===== src/rtl/uart_receive_controller_pkg.sv =====
// Shared UART controller state types and helpers for the TX/RX halves.
// Optional macro UART_RX_MAJORITY_VOTE_EN is consumed by the RX bit sampler.
package uart_receive_controller_pkg;

  typedef enum logic [1:0] {
    S_TXC_IDLE,
    S_TXC_START_BIT,
    S_TXC_DATA,
    S_TXC_STOP_BIT
  } TX_Controller_state_type;

  typedef enum logic [1:0] {
    S_RXC_IDLE,
    S_RXC_START_BIT,
    S_RXC_DATA,
    S_RXC_STOP_BIT
  } RX_Controller_state_type;

  localparam int RX_DATA_W = 8;

  function automatic logic maj3(input logic a, input logic b, input logic c);
    return (a & b) | (a & c) | (b & c);
  endfunction

endpackage


===== src/rtl/uart_receive_controller_bit_sampler.sv =====
// RX pin synchronizer plus per-enable sample value; with UART_RX_MAJORITY_VOTE_EN
// defined the sample is a 2-of-3 vote over the last three enabled ticks.
module uart_rx_bit_sampler
  import uart_receive_controller_pkg::*;
(
  input  logic i_clk,
  input  logic i_rst_n,
  input  logic i_en,
  input  logic i_rx,
  output logic o_rx_s,
  output logic o_sample
);

  logic [1:0] r_sync;

  always_ff @(posedge i_clk or negedge i_rst_n) begin
    if (!i_rst_n) r_sync <= 2'b11;
    else          r_sync <= {r_sync[0], i_rx};
  end

  assign o_rx_s = r_sync[1];

`ifdef UART_RX_MAJORITY_VOTE_EN
  // Two previous enabled-tick samples; combined with the current rx_s the
  // vote spans ticks T-2..T when the controller decides at tick T.
  logic [1:0] r_hist;

  always_ff @(posedge i_clk or negedge i_rst_n) begin
    if (!i_rst_n)  r_hist <= 2'b11;
    else if (i_en) r_hist <= {r_hist[0], r_sync[1]};
  end

  assign o_sample = maj3(r_hist[1], r_hist[0], r_sync[1]);
`else
  assign o_sample = r_sync[1];
`endif

endmodule


===== src/rtl/uart_receive_controller.sv =====
// UART 8N1 receiver: oversampled deserializer, one-entry buffer, framing/overrun flags.
// Optional macro UART_RX_MAJORITY_VOTE_EN selects 3-sample majority bit decisions.
module uart_receive_controller
  import uart_receive_controller_pkg::*;
#(
  parameter int OVERSAMPLE_RATE = 16
) (
  input  logic                 Clock,
  input  logic                 Resetn,
  input  logic                 RX_clock_enable,
  input  logic                 Unload_data,
  input  logic                 UART_RX_I,
  output logic [RX_DATA_W-1:0] RX_data,
  output logic                 Empty,
  output logic                 Frame_error,
  output logic                 Overrun_error
);

  localparam int TW = $clog2(OVERSAMPLE_RATE);
  localparam logic [TW-1:0] MID  = TW'(OVERSAMPLE_RATE / 2 - 1);
  localparam logic [TW-1:0] LAST = TW'(OVERSAMPLE_RATE - 1);
`ifdef UART_RX_MAJORITY_VOTE_EN
  // Vote window MID-1..MID+1 completes one tick later; later bits inherit the shift.
  localparam logic [TW-1:0] START_PT = MID + 1'b1;
`else
  localparam logic [TW-1:0] START_PT = MID;
`endif

  RX_Controller_state_type r_state, w_next;
  logic [TW-1:0]        r_tick, w_tick_nxt;
  logic [2:0]           r_bit, w_bit_nxt;
  logic [RX_DATA_W-1:0] r_shift, w_shift_nxt;
  logic [RX_DATA_W-1:0] r_data;
  logic                 r_empty, r_ferr, r_oerr;
  logic                 w_rx_s, w_sample, w_load, w_ferr;

  uart_rx_bit_sampler u_sampler (
    .i_clk    (Clock),
    .i_rst_n  (Resetn),
    .i_en     (RX_clock_enable),
    .i_rx     (UART_RX_I),
    .o_rx_s   (w_rx_s),
    .o_sample (w_sample)
  );

  always_ff @(posedge Clock or negedge Resetn) begin
    if (!Resetn) begin
      r_state <= S_RXC_IDLE;
      r_tick  <= '0;
      r_bit   <= '0;
      r_shift <= '0;
    end else begin
      r_state <= w_next;
      r_tick  <= w_tick_nxt;
      r_bit   <= w_bit_nxt;
      r_shift <= w_shift_nxt;
    end
  end

  always_comb begin
    w_next      = r_state;
    w_tick_nxt  = r_tick;
    w_bit_nxt   = r_bit;
    w_shift_nxt = r_shift;
    w_load      = 1'b0;
    w_ferr      = 1'b0;
    if (RX_clock_enable) begin
      case (r_state)
        S_RXC_IDLE: begin
          w_tick_nxt = '0;
          if (!w_rx_s) w_next = S_RXC_START_BIT;
        end
        S_RXC_START_BIT: begin
          if (r_tick == START_PT) begin
            // Restarting the tick count here centres later samples mid-bit.
            w_tick_nxt = '0;
            w_bit_nxt  = '0;
            w_next     = w_sample ? S_RXC_IDLE : S_RXC_DATA;
          end else begin
            w_tick_nxt = r_tick + 1'b1;
          end
        end
        S_RXC_DATA: begin
          w_tick_nxt = r_tick + 1'b1;
          if (r_tick == LAST) begin
            w_shift_nxt = {w_sample, r_shift[RX_DATA_W-1:1]};
            if (r_bit == 3'd7) w_next = S_RXC_STOP_BIT;
            else               w_bit_nxt = r_bit + 3'd1;
          end
        end
        S_RXC_STOP_BIT: begin
          w_tick_nxt = r_tick + 1'b1;
          if (r_tick == LAST) begin
            w_load = w_sample;
            w_ferr = ~w_sample;
            w_next = S_RXC_IDLE;
          end
        end
        default: begin
          w_next     = S_RXC_IDLE;
          w_tick_nxt = '0;
        end
      endcase
    end
  end

  // Consumer side: a completing byte beats a same-cycle unload, and a
  // same-cycle unload suppresses the overrun it would otherwise cause.
  always_ff @(posedge Clock or negedge Resetn) begin
    if (!Resetn) begin
      r_data  <= '0;
      r_empty <= 1'b1;
      r_ferr  <= 1'b0;
      r_oerr  <= 1'b0;
    end else begin
      if (w_load) begin
        r_data  <= r_shift;
        r_empty <= 1'b0;
      end else if (Unload_data) begin
        r_empty <= 1'b1;
      end
      if (Unload_data) begin
        r_ferr <= 1'b0;
        r_oerr <= 1'b0;
      end
      if (w_ferr) r_ferr <= 1'b1;
      if (w_load && !r_empty && !Unload_data) r_oerr <= 1'b1;
    end
  end

  assign RX_data       = r_data;
  assign Empty         = r_empty;
  assign Frame_error   = r_ferr;
  assign Overrun_error = r_oerr;

endmodule


===== config.mk =====
export PLATFORM = sky130hd
export DESIGN_NAME = uart_receive_controller
export DESIGN_NICKNAME = d
export VERILOG_FILES = /design/src/rtl/uart_receive_controller_pkg.sv /design/src/rtl/uart_receive_controller_bit_sampler.sv /design/src/rtl/uart_receive_controller.sv
export SDC_FILE = /design/constraint.sdc
export NUM_CORES = 1
export LEC_CHECK = 0
export ABC_AREA = 1
export CORE_MARGIN = 4
export CORE_UTILIZATION = 55
export DETAILED_ROUTE_END_ITERATION = 16
export GPL_ROUTABILITY_DRIVEN = 1
export GPL_TIMING_DRIVEN = 1
export HOLD_SLACK_MARGIN = 0.15
export PLACE_DENSITY = 0.79
export SYNTH_ARGS = -nofsm -noshare
export SYNTH_HDL_FRONTEND = slang
export SYNTH_HIERARCHICAL = 1
export SYNTH_SLANG_ARGS = --single-unit
export TNS_END_PERCENT = 100

===== constraint.sdc =====
create_clock -name Clock -period 2.6 [get_ports Clock]
set_clock_uncertainty 0.05 [all_clocks]
set_input_delay 0.52 -clock Clock [delete_from_list [all_inputs] [get_ports Clock]]
set_output_delay 0.52 -clock Clock [all_outputs]
set_load 0.02 [all_outputs]

==> run summary, run 1 <==
ANT cells - 0
Area leader, netlist - dfrtp_1
Cts hold-fix bufs - 0
Critical path fanouts, max - 3
Util after Layout - 69.7%
Leakage - 0.765 nW
1st-iter DRT viols - 22
Fraction of layout cells with a size suffix above 1 - 23.6%
Clock share of power - 26.1%
Drt first pass iters - 4
Via density - 5.15
P_int - 0.727 mW
Slew Limit Fails - 0
Average size of a mapped cell - 9.83 µm²
Vias in the first global route - 963
Worst path slowest cell - clkdlybuf4s50_1
Yosys warning total - 6
Root Buffer - clkbuf_4
Ranking of synthesized cells by area - dfrtp_1, nand2_1, o21ai_2, dfstp_2, inv_1
Fmax - 489 MHz
FP Rows - 17
RSZ-0062 raised after global routing - no
Final Hold Vio Count - 0
Skew-Pair Late Insertion Delay - 0.33 ns
Mapped Cells - 141
First-pass GRT wire length - 4.02 mm
CTS tree - built
Via count - 973
Worst setup SP type - flop
Largest net degree at the start of global routing - 31
Placed cells - 181
Antenna violations before repair - 0
Distinct cells, synth - 24
CP max stage delay - 0.60 ns
Dpl hpwl - 1.65 mm
TritonCTS Buffers - 5
Post-synth EDFFs - 0
Top delay family on crit path - buffers and inverters
Sequential share of power - 52.8%
Final WS setup - 0.553 ns
Finished Layout Cells - 189
Die Y - 58.2 µm
Cell Chain, Critical Path - clkdlybuf4s50_1
Final setup viols - 0
Power per cell area - 676 mW/mm²
Cts repair resizes - 0
GPL Wtd Cong - 0.801
Average wire per standard cell - 12.0 µm
Worst-path clk slew - 0.09 ns
Period utilization - 78.7%
Critical Path End Type - output pin
GR met2 Demand/Resource - 25.8%
Met3 global-route usage - 7.35%
Pre-CTS setup slack - 0.562 ns
IO buf count - 15
Synth-to-Final Area Change - 15.5%
Fin crit period - 2.05 ns
Primary FF master, synth - dfrtp_1
Max-capacitance violation count - 0
Yosys top cell area share - 48.7%
Minimum hold slack - 0.318 ns
Overall routing resource usage - 16.1%
IO Pins - 16
Congestion Overflow GR - 0
Mapped Area - 0.00139 mm²
Starting Density - 60.3%
Post-synthesis net count - 149
Hold/Removal Path Class - reg -> reg
Total die area - 0.00339 mm²
Setup bufs post-CTS - 0
Seq cells post-synth - 30
Max Root-Sink Buffers - 2
Routed WL - 2.26 mm
Core box area - 0.00230 mm²
Ys async rst share - 100%
Power Total - 1.08 mW
CTS H-tree lvls - 2
Finished Cell Area - 0.00160 mm²
Slew of the pin with the lowest slew margin - 0.358 ns
Rel. slew slack - 76.2%
Sw frac - 32.8%
Clk sink count - 30
Die width - 58.2 µm
Layout Nets - 168
Placed cell area - 0.00154 mm²
Grt met1 use - 18.6%
Routed Antenna Nets - 0
GRT Max-Usage Layer - met2
Post-synth top cells - nand2_1, dfrtp_1, o21ai_2
Critical path type - reg -> out
Status - completed
Sequential area share after synthesis - 54.4%
DRC Markers - 0
CP Buf/Inv Count - 1
CP required - 2.03 ns
Critical Path AT - 1.48 ns
Sw power - 0.355 mW
Setup TNS - 0 ns
Cell with the most instances after synthesis - nand2_1
Comb pwr share - 21.1%
Worst VDD drop - 0.628 mV
flip-flops by register name, summed over array words and instances (netlist names), named ones only:
name	cells
Frame_error	1
r_tick	4
r_bit	3
r_shift	8
RX_data	8
Empty	1
Overrun_error	1
u_sampler/r_sync	2
r_state	1
per-layer routing:
metal	vias up	part of all wire, %
met2	19	47
met4	0	2.2
met3	7	6.8
li1	488	-
met5	-	0
met1	459	44
cells by family after synthesis:
group | synth area share [%]
AOI/OAI and AO/OA | 13.3
xor gates and xnor gates | 0.632
adders and majority gates | 2.71
buffers and inverters | 6.77
DFF | 54.4
and+or+nand+nor | 22.2
path summary, 6_finish.rpt:
path	startpoint	end	slack, ns	cells past startpoint
max	Empty	Empty	0.55	1
min	u_sampler/r_sync[0]	u_sampler/r_sync[1]	0.32	0
max reg2reg	r_tick[0]	Overrun_error	1.08	6
min reg2reg	u_sampler/r_sync[0]	u_sampler/r_sync[1]	0.32	0
max in group asynchronous	Resetn	u_sampler/r_sync[1]	1.67	2
min in group asynchronous	Resetn	RX_data[2]	0.51	2
placed cells by master (no fill, tap or decap), drive strengths merged, types with 3 or more instances in the layout:
cell,count
clkbuf,7
clkdlybuf4s50,15
dfrtp,27
dfstp,3
ha,3
inv,15
nand2,43
nand3,9
nor2,9
o21ai,20
power by group through the flow:
stage	sequential [mW]	clock (mW)	combinational [mW]
2_1_floorplan	0.566	0	0.181
3_3_place_gp	0.576	0	0.218
3_5_place_dp	0.578	0	0.231
4_1_cts	0.570	0.296	0.232
5_1_grt	0.582	0.314	0.266
6_report	0.571	0.283	0.228
layout make-up:
cell class | instances | area (µm²)
sequential | 30 | 754
inverter | 15 | 56.3
clock buffer | 7 | 55.1
fill | 193 | 696
clock inverter | 1 | 5.00
tap | 28 | 35.0
timing repair buffer | 16 | 158
multi-input combinational | 92 | 538
Note: power is estimated with default switching activity, not from simulation.
==> run 2: changes to the inputs <==
CORE_UTILIZATION = 54   (was 55)
PLACE_DENSITY = 0.77   (was 0.79)
clock period = 2.1 ns   (was 2.6 ns; I/O delays follow)
==> run 2 against run 1 <==
Net effect:
- critical path depth is the same
- routed wire length up 8.1%
- power grew 32%
- final area increased by 1.8%
- hold slack got worse by 0.0060 ns
- first-iteration DRC count is 18% higher
- utilization shrank 3.3 points
- register-to-register slack got worse by 0.57 ns
- sequential share of layout area decreased by 0.83 points
- die area rose by 1.6%
- clock power up 51%
- largest cell class unchanged
==> run summary, run 2 (synthesis results as in run 1) <==
Slew of the pin with the lowest slew margin - 0.367 ns (+0.00925 ns)
Commonest non-fill, non-tap cell in the layout - nand2_1
ANT cells - 0 (unchanged)
Starting Density - 56.5% (-3.9 points)
Final WS setup - 0.147 ns (-0.406 ns)
Drt first pass iters - 4 (unchanged)
FP Rows - 18 (+1)
Critical Path AT - 1.48 ns (about the same)
Max Root-Sink Buffers - 2 (unchanged)
Worst setup SP type - flop
Via density - 5.15 (about the same)
Synth-to-Final Area Change - 17.6%
Overall routing resource usage - 17.5% (+1.4 points)
Pre-CTS setup slack - 0.364 ns (-0.198 ns)
Setup bufs post-CTS - 0 (unchanged)
Clk sink count - 30 (unchanged)
Power per cell area - 874 mW/mm² (+29%)
Hold/Removal Path Class - reg -> reg
Root Buffer - clkbuf_4
Routed Antenna Nets - 0 (unchanged)
CP required - 1.63 ns (-0.40 ns)
Layout Nets - 169 (+0.60%)
Final setup viols - 0 (unchanged)
Fin crit period - 1.95 ns
RSZ-0062 raised after global routing - no
Commonest non-fill, non-tap cells in the layout - nand2_1, dfrtp_1, o21ai_2, clkdlybuf4s50_1, inv_1
Period utilization - 93.0%
Fraction of layout cells with a size suffix above 1 - 24.7% (+1.1 points)
CP Buf/Inv Count - 1 (unchanged)
Worst VDD drop - 0.750 mV (+19%)
Worst-path clk slew - 0.09 ns (about the same)
IO buf count - 15 (unchanged)
Worst path slowest cell - clkdlybuf4s50_1
CTS tree - built
TritonCTS Buffers - 5 (unchanged)
1st-iter DRT viols - 26 (+18%)
Cts hold-fix bufs - 0 (unchanged)
Antenna violations before repair - 0 (unchanged)
Final Hold Vio Count - 0 (unchanged)
CP max stage delay - 0.60 ns (about the same)
Critical path type - reg -> out
Largest net degree at the start of global routing - 31 (unchanged)
Vias in the first global route - 1,000 (+3.8%)
Rel. slew slack - 75.5% (-0.62 points)
Via count - 989 (+1.6%)
Die Y - 58.7 µm (+0.80%)
Dpl hpwl - 1.81 mm (+9.4%)
Cell Chain, Critical Path - clkdlybuf4s50_1
First-pass GRT wire length - 4.44 mm (+10%)
Skew-Pair Late Insertion Delay - 0.34 ns (about the same)
Slew Limit Fails - 0 (unchanged)
Leakage - 0.779 nW (+1.8%)
Setup TNS - 0 ns (unchanged)
Die width - 58.7 µm (+0.80%)
Core box area - 0.00245 mm² (+6.9%)
Top delay family on crit path - buffers and inverters
DRC Markers - 0 (unchanged)
CTS H-tree lvls - 2 (unchanged)
Status - completed
Fmax - 512 MHz
Critical Path End Type - output pin
Max-capacitance violation count - 0 (unchanged)
Congestion Overflow GR - 0 (unchanged)
Total die area - 0.00344 mm² (+1.6%)
Cts repair resizes - 0 (unchanged)
GPL Wtd Cong - 0.905 (+13%)
Routed WL - 2.45 mm (+8.1%)
Critical path fanouts, max - 3 (unchanged)
Average wire per standard cell - 12.7 µm (+6.4%)
Util after Layout - 66.4% (-3.3 points)
Fill count - 196 (+1.6%)
IO Pins - 16 (unchanged)
-- run 2: cell count changes in the layout (fill, tap and decap cells not counted) --
cell / before / now
clkinv_2: 1 / 0
clkbuf_1: 1 / 0
clkbuf_8: 1 / 3
buf_4: 1 / 2
-- run 2: worst paths after layout --
kind | start | cells past startpoint | end | slack [ns]
hold reg to reg | u_sampler/r_sync[0] | 0 | u_sampler/r_sync[1] | 0.31
setup / recovery | Empty | 1 | Empty | 0.15
hold / removal | u_sampler/r_sync[0] | 0 | u_sampler/r_sync[1] | 0.31
setup reg to reg | r_bit[0] | 7 | r_bit[0] | 0.51
min in group asynchronous | Resetn | 2 | r_tick[2] | 0.40
max in group asynchronous | Resetn | 2 | u_sampler/r_sync[0] | 1.28
-- run 2: power breakdown --
part           internal [mW]  switching [mW]  total [mW]
registers              0.639          0.0686       0.707
logic                  0.102           0.189       0.290
clock network          0.229           0.200       0.428
-- run 2: final cells by class --
cell class                      instances  area (µm²)  share of cell area, %
Inverter                               15        56.3                   3.45
Timing Repair Buffer                   17         165                   10.1
Multi-Input combinational cell         92         538                   33.0
Tap cell                               30        37.5                   2.30
Clock buffer                            8        78.8                   4.84
Sequential cell                        30         754                   46.3
-- run 2: metrics by stage --
step,power [mW],area [µm²],hold slack [ns],instances
global placement,0.983,1550,0.297,184
detailed placement,1.01,1550,0.300,184
global route,1.53,1630,0.319,192
finish,1.43,1630,0.312,192
floorplan,0.925,1390,0.0744,141
CTS,1.44,1630,0.313,192
-- run 2: layer usage --
layer	global-route usage (%)	routed length, µm	vias to the layer above
li1	-	-	493
met1	21.5	1030	468
met2	28.5	1260	23
met3	7.02	116	5
met4	4.85	43	0
met5	0	0	-
